==> config.mk <==
export PLATFORM = sky130hd
export DESIGN_NAME = fpu_unit_arbiter
export DESIGN_NICKNAME = d
export VERILOG_FILES = /design/src/rtl/fpu_unit_arbiter.sv
export SDC_FILE = /design/constraint.sdc
export NUM_CORES = 1
export LEC_CHECK = 0
export CORE_AREA = 2 2 161 163
export DETAILED_ROUTE_END_ITERATION = 10
export DIE_AREA = 0 0 163 165
export SLEW_MARGIN = 40
export SYNTH_ARGS = -nofsm -noshare
export SYNTH_HDL_FRONTEND = slang
export SYNTH_SLANG_ARGS = --single-unit
==> constraint.sdc <==
create_clock -name clk -period 2.36 [get_ports clk]
set_input_delay 0.472 -clock clk [delete_from_list [all_inputs] [get_ports clk]]
set_output_delay 0.472 -clock clk [all_outputs]
set_load 0.1 [all_outputs]
==> src/rtl/fpu_unit_arbiter.sv <==
// fpu_unit_arbiter
//   Round-robin arbiter/sequencer sharing one multi-cycle FPU functional unit
//   among NUM_REQ requester ports. A granted request is acked, launched on the
//   unit, watched by a timeout counter and returned to its owner through a
//   valid/ready response.
//
// Ports
//   clk, reset                       rising-edge clock, synchronous active-high reset
//   req_valid/req_abort [NUM_REQ]    per-port request and abort
//   req_operand_a/b                  packed operands, port i at [i*DATA_W +: DATA_W]
//   req_ack [NUM_REQ]                one-cycle one-hot grant pulse
//   rsp_valid/rsp_ready [NUM_REQ]    one-hot response handshake
//   rsp_result, rsp_flags            shared response data, flags {inv,ovf,unf,inx}
//   unit_start/unit_abort            one-cycle launch / cancel pulses to the unit
//   unit_operand1/2                  latched operands for the unit
//   unit_done/unit_result/unit_flags completion from the unit
//   busy                             arbiter not idle
//   timeout_err                      one-cycle pulse when the watchdog fires
module fpu_unit_arbiter #(
  parameter int NUM_REQ = 4,
  parameter int DATA_W  = 32,
  parameter int TIMEOUT = 255
) (
  input  logic                        clk,
  input  logic                        reset,
  input  logic [NUM_REQ-1:0]          req_valid,
  input  logic [NUM_REQ*DATA_W-1:0]   req_operand_a,
  input  logic [NUM_REQ*DATA_W-1:0]   req_operand_b,
  input  logic [NUM_REQ-1:0]          req_abort,
  output logic [NUM_REQ-1:0]          req_ack,
  output logic [NUM_REQ-1:0]          rsp_valid,
  input  logic [NUM_REQ-1:0]          rsp_ready,
  output logic [DATA_W-1:0]           rsp_result,
  output logic [3:0]                  rsp_flags,
  output logic                        unit_start,
  output logic                        unit_abort,
  output logic [DATA_W-1:0]           unit_operand1,
  output logic [DATA_W-1:0]           unit_operand2,
  input  logic                        unit_done,
  input  logic [DATA_W-1:0]           unit_result,
  input  logic [3:0]                  unit_flags,
  output logic                        busy,
  output logic                        timeout_err
);

  localparam int OW = $clog2(NUM_REQ);
  localparam int TW = $clog2(TIMEOUT + 1);
  localparam logic [TW-1:0] TIMER_LAST = TW'(TIMEOUT - 1);

  typedef enum logic [1:0] {S_IDLE, S_ISSUE, S_WAIT, S_RESP} state_t;

  state_t              state, state_d;
  logic [OW-1:0]       owner, owner_d;
  logic [OW-1:0]       last_grant, last_grant_d;
  logic [TW-1:0]       timer, timer_d;

  logic [NUM_REQ-1:0]  req_ack_d, rsp_valid_d;
  logic [DATA_W-1:0]   rsp_result_d, operand1_d, operand2_d;
  logic [3:0]          rsp_flags_d;
  logic                unit_start_d, unit_abort_d, timeout_err_d, busy_d;

  logic                grant_found;
  logic [OW-1:0]       grant_idx, cand;
  logic [DATA_W-1:0]   grant_a, grant_b;
  logic [NUM_REQ-1:0]  grant_onehot, owner_onehot;

  // Rotating search starting just after the last completed owner.
  always_comb begin
    grant_found = 1'b0;
    grant_idx   = '0;
    cand        = '0;
    for (int unsigned i = 1; i <= NUM_REQ; i++) begin
      cand = OW'((32'(last_grant) + i) % NUM_REQ);
      if (!grant_found && req_valid[cand]) begin
        grant_found = 1'b1;
        grant_idx   = cand;
      end
    end
    grant_a = '0;
    grant_b = '0;
    for (int unsigned i = 0; i < NUM_REQ; i++) begin
      if (grant_idx == OW'(i)) begin
        grant_a = req_operand_a[i*DATA_W +: DATA_W];
        grant_b = req_operand_b[i*DATA_W +: DATA_W];
      end
    end
    grant_onehot            = '0;
    grant_onehot[grant_idx] = 1'b1;
    owner_onehot            = '0;
    owner_onehot[owner]     = 1'b1;
  end

  // Next-state and next-output logic; every output is registered below.
  always_comb begin
    state_d       = state;
    owner_d       = owner;
    last_grant_d  = last_grant;
    timer_d       = timer;
    req_ack_d     = '0;
    unit_start_d  = 1'b0;
    unit_abort_d  = 1'b0;
    timeout_err_d = 1'b0;
    rsp_valid_d   = rsp_valid;
    rsp_result_d  = rsp_result;
    rsp_flags_d   = rsp_flags;
    operand1_d    = unit_operand1;
    operand2_d    = unit_operand2;

    case (state)
      S_IDLE: begin
        if (grant_found) begin
          state_d      = S_ISSUE;
          owner_d      = grant_idx;
          operand1_d   = grant_a;
          operand2_d   = grant_b;
          req_ack_d    = grant_onehot;
          unit_start_d = 1'b1;
        end
      end
      S_ISSUE: begin
        state_d = S_WAIT;
        timer_d = '0;
      end
      S_WAIT: begin
        if (req_abort[owner]) begin
          unit_abort_d = 1'b1;
          state_d      = S_IDLE;
        end else if (unit_done) begin
          rsp_result_d = unit_result;
          rsp_flags_d  = unit_flags;
          rsp_valid_d  = owner_onehot;
          state_d      = S_RESP;
        end else if (timer == TIMER_LAST) begin
          rsp_result_d  = '0;
          rsp_flags_d   = 4'b1000;
          rsp_valid_d   = owner_onehot;
          timeout_err_d = 1'b1;
          state_d       = S_RESP;
        end else begin
          timer_d = timer + 1'b1;
        end
      end
      S_RESP: begin
        if (req_abort[owner]) begin
          rsp_valid_d = '0;
          state_d     = S_IDLE;
        end else if (rsp_ready[owner]) begin
          rsp_valid_d  = '0;
          last_grant_d = owner;
          state_d      = S_IDLE;
        end
      end
      default: state_d = S_IDLE;
    endcase

    busy_d = (state_d != S_IDLE);
  end

  always_ff @(posedge clk) begin
    if (reset) begin
      state         <= S_IDLE;
      owner         <= '0;
      last_grant    <= OW'(NUM_REQ - 1);
      timer         <= '0;
      req_ack       <= '0;
      rsp_valid     <= '0;
      rsp_result    <= '0;
      rsp_flags     <= '0;
      unit_start    <= 1'b0;
      unit_abort    <= 1'b0;
      unit_operand1 <= '0;
      unit_operand2 <= '0;
      busy          <= 1'b0;
      timeout_err   <= 1'b0;
    end else begin
      state         <= state_d;
      owner         <= owner_d;
      last_grant    <= last_grant_d;
      timer         <= timer_d;
      req_ack       <= req_ack_d;
      rsp_valid     <= rsp_valid_d;
      rsp_result    <= rsp_result_d;
      rsp_flags     <= rsp_flags_d;
      unit_start    <= unit_start_d;
      unit_abort    <= unit_abort_d;
      unit_operand1 <= operand1_d;
      unit_operand2 <= operand2_d;
      busy          <= busy_d;
      timeout_err   <= timeout_err_d;
    end
  end

endmodule

==> qor.log <==
INFO  worst_setup_path worstSetupStartpointType=input port
INFO  global_route   first_global_vias=6855
INFO  logic_synthesis yosys_warnings=0
INFO  pwr            vdd_drop_max=0.000426V
INFO  logic_synthesis synth.area.mux_share=0.108
INFO  clock_network  cts_made_buffers=17
INFO  placed_design  dpl.hpwl=20700um
INFO  cells_and_area ff_latch_area=2520um2
INFO  clock_network  cts.htree.levels=4
INFO  worst_setup_path crit_path_frequent_cell=sky130_fd_sc_hd__buf_4
INFO  clock_network  max-clock-path-buffers=2
INFO  worst_setup_path worst_path_max_delay_cell=sky130_fd_sc_hd__clkdlybuf4s50_1
INFO  worst_setup_path critPathRequiredTime=2.64ns
INFO  clock_network  post_cts_setup_buffers=0
INFO  clock_network  cts.hold.buffers_added=0
INFO  logic_synthesis synth_enable_flop_cells=0
INFO  run            cap_viol_max_count=0
INFO  worst_setup_path timing.critical_path.arrival=2.43ns
INFO  placed_design  io_buffers=418
INFO  cells_and_area finalNetCount=1474
INFO  pwr            power-per-cell-area=783nW/um2
INFO  cells_and_area area_growth_syn_to_layout=81.0%
INFO  logic_synthesis synth_cells=755
INFO  worst_setup_path timing.critical_path.slowest_cell_delay=0.54ns
INFO  drt            post_drt_via_cell_ratio=4.73
INFO  logic_synthesis synth-compound-area-share=0.271
INFO  timing         maxSlewViolCount=0
INFO  placed_design  gp_congestion=0.798
INFO  logic_synthesis share_of_the_synthesized_netlist_area_taken_by_xor_and_xnor_gates=0.00678
INFO  worst_setup_path end_kind=flip-flop
INFO  cells_and_area n_fill_cell=2472
INFO  worst_setup_path worst_r2r_startpoint=owner[0]
INFO  logic_synthesis synth.cells.most_frequent=sky130_fd_sc_hd__dfxtp_1, sky130_fd_sc_hd__nand2_1, sky130_fd_sc_hd__and3_1
INFO  logic_synthesis synth.cell_area=6460um2
INFO  min_path       timing.hold.worst.class=input port to flip-flop
INFO  cells_and_area postLayoutCellArea=11700um2
INFO  worst_setup_path ff_to_ff_path_depth=5
INFO  pwr            leakage=4.83nW
INFO  global_route   global_route.usage.met1=0.214
INFO  logic_synthesis ys_top_cells_by_area=sky130_fd_sc_hd__dfxtp_1, sky130_fd_sc_hd__mux2i_1, sky130_fd_sc_hd__a21boi_0, sky130_fd_sc_hd__o211ai_1, sky130_fd_sc_hd__and3_1
INFO  drt            route.detailed.drc=0
INFO  min_path       hp-start=reset
INFO  worst_setup_path crit_path_cell_trace=clkdlybuf4s50_1 > nor2b_1 > o21bai_4 > buf_4 > buf_4 > and3_1 > o21ai_0 > o211ai_1
INFO  global_route   met2_routing_resource_usage_after_global_routing=0.350
INFO  drt            wire_per_inst=17.7um
INFO  floorplanning  die_height=165um
INFO  drt            drt_iter0_markers=272
INFO  worst_setup_path crit_fanout=14
INFO  global_route   grt_start_max_net_pins=45
INFO  timing         setup_violations=0
INFO  global_route   grt.busiest_layer=met2
INFO  clock_network  clock_tree_root_driver_cell=sky130_fd_sc_hd__clkbuf_16
INFO  floorplanning  number_of_core_rows=58
INFO  floorplanning  floorplan.die_area=26900um2
INFO  min_path       worstHoldEndpoint=timer[1]
INFO  run_status     status=completed
INFO  drt            detailroute.via_count=7143
INFO  cells_and_area area_taken_by_multi_input_logic_gates=3660um2
INFO  worst_setup_path critical_path_buf_inv_count=3
INFO  logic_synthesis post-synth-top-count-cell=sky130_fd_sc_hd__dfxtp_1
INFO  logic_synthesis area_fraction_in_and_or_nand_and_nor_cells_after_synthesis=0.170
INFO  timing         clock_skew=0.00714ns
INFO  logic_synthesis synth_ff_type=sky130_fd_sc_hd__dfxtp_1
INFO  timing         min_period_over_period=0.911
INFO  timing         whs=0.379ns
INFO  global_route   grt-ovfl-total=0
INFO  logic_synthesis netlist-cell-type-count=45
INFO  timing         achievable-frequency=0.465GHz
INFO  logic_synthesis synth_seq_area_share=0.390
INFO  global_route   grt_pass1_wl=39300um
INFO  worst_setup_path rrSetupSlack=0.36ns
INFO  drt            drt-pass1-iter-count=6
INFO  floorplanning  die_x=163um
INFO  timing         timing.final.crit_period=2.15ns
INFO  worst_setup_path worst-setup-path-type=input port to flip-flop
INFO  clock_network  cts_tree=built
INFO  floorplanning  core-area=25000um2
INFO  floorplanning  initial_core_util=0.258
INFO  min_path       min_path_cells=2
INFO  placed_design  placed_cell_area=11000um2
INFO  timing         rsz0062_at_grt=false
INFO  worst_setup_path timing.rr.end=timer[6]
INFO  logic_synthesis synth_seq_cells=126
INFO  logic_synthesis postSynthNetCount=1064
INFO  clock_network  worst_skew_pair.late_latency=0.41ns
INFO  logic_synthesis synth_top_cell_area_share=0.390
INFO  logic_synthesis synth-async-reset-ratio=0
INFO  logic_synthesis netlist.top_cell.by_area=sky130_fd_sc_hd__dfxtp_1
INFO  pwr            total_power=0.00915W
INFO  global_route   grt_usage=0.192
INFO  cells_and_area drive_above_1_share=0.168
INFO  clock_network  tritoncts_num_sinks=126
INFO  logic_synthesis synth_top_family_by_area=compound AO/OA/AOI/OAI gates
INFO  timing         slew_headroom=0.703
INFO  global_route   antenna_found_initial=1
INFO  worst_setup_path critical-path-top-delay-family=buffers and inverters
INFO  clock_network  ctsResizeCount=0
INFO  cells_and_area utilization=0.467
INFO  timing         worst_slew_pin_slew=0.443ns
INFO  floorplanning  floorplan.io_pins=419
INFO  drt            detail_route.wirelength=26700um
INFO  clock_network  worst_setup_hold_path_clk_slew=0.06ns
INFO  timing         hold_viol_final=0
INFO  logic_synthesis post_synthesis_share_of_cell_area_spent_on_full_adders_half_adders_and_majority_gates=0.00387
INFO  logic_synthesis synth_area_per_cell=8.56um2
INFO  drt            detail-route-antenna-nets=0
INFO  global_route   groute.layer.met3.usage=0.0555
[registers in the layout (all words and copies together), names as in the netlist, 4 cells and up]
name and flops:
rsp_result 32, unit_operand1 32, unit_operand2 32, timer 8, req_ack 4, rsp_flags 4
rsp_valid 4
[layout by cell type, fill, tap and decap left out, types with 3 or more instances in the layout]
cell type,netlist,layout
sky130_fd_sc_hd__nand2_1,75,74
sky130_fd_sc_hd__xnor2_1,4,4
sky130_fd_sc_hd__a21oi_1,6,6
sky130_fd_sc_hd__o21ai_0,60,60
sky130_fd_sc_hd__o32ai_1,3,3
sky130_fd_sc_hd__a21boi_0,65,65
sky130_fd_sc_hd__inv_1,8,8
sky130_fd_sc_hd__and3_1,66,66
sky130_fd_sc_hd__nor2_1,47,47
sky130_fd_sc_hd__a22oi_1,35,35
sky130_fd_sc_hd__buf_12,0,14
sky130_fd_sc_hd__o211ai_1,65,65
sky130_fd_sc_hd__nand2b_1,8,8
sky130_fd_sc_hd__clkdlybuf4s50_1,0,305
sky130_fd_sc_hd__nand3_1,4,4
sky130_fd_sc_hd__nor3_1,4,3
sky130_fd_sc_hd__dfxtp_1,126,126
sky130_fd_sc_hd__bufinv_16,0,5
sky130_fd_sc_hd__inv_6,0,5
sky130_fd_sc_hd__o21ai_1,5,5
sky130_fd_sc_hd__buf_4,1,142
sky130_fd_sc_hd__nor2b_1,4,4
sky130_fd_sc_hd__mux2i_1,65,65
sky130_fd_sc_hd__clkbuf_16,0,17
[metrics by stage]
step / setup TNS, ns / worst slack [ns] / instances
after floorplan: 0 / 0.366 / 755
after global placement: -9.05 / -0.150 / 1476
after detailed placement: -10.13 / -0.201 / 1476
after CTS: 0 / 0.233 / 1508
after global routing: 0 / 0.106 / 1508
final: 0 / 0.210 / 1509
[area by class of cell]
type                    count  share of cell area
clock buffers              18              0.0367
multi-input cells         550               0.313
clock inverters            14              0.0195
diodes                      1            0.000214
repair buffers            462               0.377
well taps                 330              0.0353
inverters                   8             0.00257
flip-flops and latches    126               0.216
[worst max-delay path by stage]
stage,from,end,slack (ns),cells after the start
5_1_grt,req_valid[1],unit_operand2[2],0.11,8
3_5_place_dp,req_valid[1],unit_operand2[2],-0.20,8
6_report,req_valid[1],unit_operand2[31],0.21,8
3_3_place_gp,req_valid[3],unit_operand2[30],-0.15,8
4_1_cts,req_valid[1],unit_operand2[2],0.23,8
2_1_floorplan,req_abort[3],timer[6],0.37,5
[report_power, final]
part | switching, W | internal, W | total (W)
clock | 0.00108 | 0.00190 | 0.00299
sequential | 0.000130 | 0.00237 | 0.00250
combinational | 0.00246 | 0.00120 | 0.00367
total | 0.00368 | 0.00548 | 0.00915
[cells by family after synthesis]
kind of cell,after synthesis
AOI/OAI and AO/OA,254
and+or+nand+nor,222
DFF,126
buffers and inverters,79
muxes,67
xor gates and xnor gates,5
adders and majority gates,2
[metal layers]
metal  up-vias  part of all wire
li1       3584                 -
met1      3265              0.40
met2       265              0.51
met3        29             0.069
met4         0             0.022
met5         -                 0
Note: power is estimated with default switching activity, not from simulation.
==> patch, RTL diff (same flow settings) <==
Take the reset off `unit_operand1` and load it in a clocked block of its own.
--- a/src/rtl/fpu_unit_arbiter.sv
+++ b/src/rtl/fpu_unit_arbiter.sv
@@ -168,7 +168,6 @@
       rsp_flags     <= '0;
       unit_start    <= 1'b0;
       unit_abort    <= 1'b0;
-      unit_operand1 <= '0;
       unit_operand2 <= '0;
       busy          <= 1'b0;
       timeout_err   <= 1'b0;
@@ -183,12 +182,15 @@
       rsp_flags     <= rsp_flags_d;
       unit_start    <= unit_start_d;
       unit_abort    <= unit_abort_d;
-      unit_operand1 <= operand1_d;
       unit_operand2 <= operand2_d;
       busy          <= busy_d;
       timeout_err   <= timeout_err_d;
     end
   end
 
+  always_ff @(posedge clk) begin
+    unit_operand1 <= operand1_d;
+  end
+
 endmodule
 
Formal check against the unedited RTL: not equivalent (Yosys sat finds a counterexample within 4 cycles, from zero or initial values and one cycle with reset high).
==> patch against the unedited design <==
- routed wire length increased by 1.5%
- first-iteration DRC count increased by 35%
- final cell count is 1.1% higher
- setup slack got worse by 0.073 ns
- maximum frequency down 3.3%
- power fell by 3.5%
- synthesized area grew 1.3%
- die area is the same
- design area up 0.25%
- sequential cell count did not move
==> patch: results (changes against the unedited design) <==
INFO  metric final_nets = 1,492 (+1.2%)
INFO  metric first_pass_grt_wire_length = 39,800 um (+1.4%)
INFO  metric detailedPlacementHpwl = 20,800 um (+0.33%)
INFO  metric rr_endpoint = rsp_result[25]
INFO  metric hold_path_end = rsp_result[13]
INFO  metric number_of_non_clock_buffers_in_the_layout = 469 (+1.5%)
INFO  metric worst_ir_drop_vdd = 0.402 mV (-5.5%)
INFO  metric cellLeakagePower = 4.70 nW (-2.7%)
INFO  metric crit_family = simple AND/OR/NAND/NOR gates
INFO  metric final_layout_size_suffix_gt1_share = 17.7% (+0.92 points)
INFO  metric antenna_violations_before_repair = 0 (-1)
INFO  metric r2r_slack = 0.18 ns (-0.18 ns)
INFO  metric status = finished clean
INFO  metric hold_path_origin = rsp_result[13]
INFO  metric crit_path_end = unit_operand2[1]
INFO  metric gp_routability_congestion = 0.840 (+5.2%)
INFO  metric num_antenna_cells = 0 (-1)
INFO  metric synth_nets = 1,075 (+1.0%)
INFO  metric grt_max_degree = 38 (-16%)
INFO  metric buf_share = 38.1% (+0.46 points)
INFO  metric worst_hold_path_type = reg2reg
INFO  metric synth-compound-area-share = 22.2% (-4.9 points)
INFO  metric timing.critical_path.arrival = 2.51 ns (+0.08 ns)
INFO  metric timing.critical_path.slowest_stage_cell = or4_1
INFO  metric synth_cell_type_count = 47 (+4.4%)
INFO  metric total_area_of_multi_input_combinational_cells = 3360 um2 (-8.3%)
INFO  metric detailedRoute.firstPassIterationCount = 4 (-2)
INFO  metric fin_hold_ws = 0.452 ns (+0.0732 ns)
INFO  metric synth-xor-area-share = 0.803% (+0.13 points)
INFO  metric final.fill_count = 2,458 (-0.57%)
INFO  metric post_drt_wl_per_cell = 17.7 um (+0.33%)
INFO  metric avgSynthCellArea = 8.54 um2 (-0.16%)
INFO  metric startpoint = req_valid[3]
INFO  metric synth_fa_ha_area_share = 0.382% (-0.0050 points)
INFO  metric multi_input_area_share = 28.7% (-2.7 points)
INFO  metric dr.first_iter.drc_count = 368 (+35%)
INFO  metric post-place-ws = -0.370 ns (-0.169 ns)
INFO  metric inverters = 12 (+4)
INFO  metric worstRegToRegCells = 6 (+1)
INFO  metric number_of_flops_mapped_to_enable_cells_by_yosys = 32 (+32)
INFO  metric first_global_vias = 7,121 (+3.9%)
INFO  metric synth-seq-area-share = 43.4% (+4.4 points)
## patch: cell count changes in the layout (fill, tap and decap cells not counted), moves of 33 or more
cell      before  now
nand2_1       74  140
o21ai_0       60   22
nand3_1        4   40
a22oi_1       35    1
a211oi_1       1   34
a31oi_1        1   34
mux2i_1       65   32
## patch: cell families after synthesis
group,Yosys count
AO/OA/AOI/OAI,220
multiplexers,35
AND/OR/NAND/NOR,294
XOR/XNOR,6
adder cells (fa/ha/maj),2
buffers and inverters,83
flip-flops,126
## patch: power by group through the flow
stage,Combinational [W],Sequential (W),Clock [W]
6_report,0.00356,0.00261,0.00267
5_1_grt,0.00371,0.00263,0.00285
4_1_cts,0.00358,0.00261,0.00274
3_5_place_dp,0.00358,0.00265,0
3_3_place_gp,0.00357,0.00265,0
2_1_floorplan,0.000700,0.00426,0
## patch: metal layers
metal	vias up	share of wire, %	GRT usage (%)
li1	3638	-	-
met1	3283	41	22.8
met5	-	0	0
met3	31	8.4	6.71
met2	285	48	33.1
met4	0	2.4	6.52
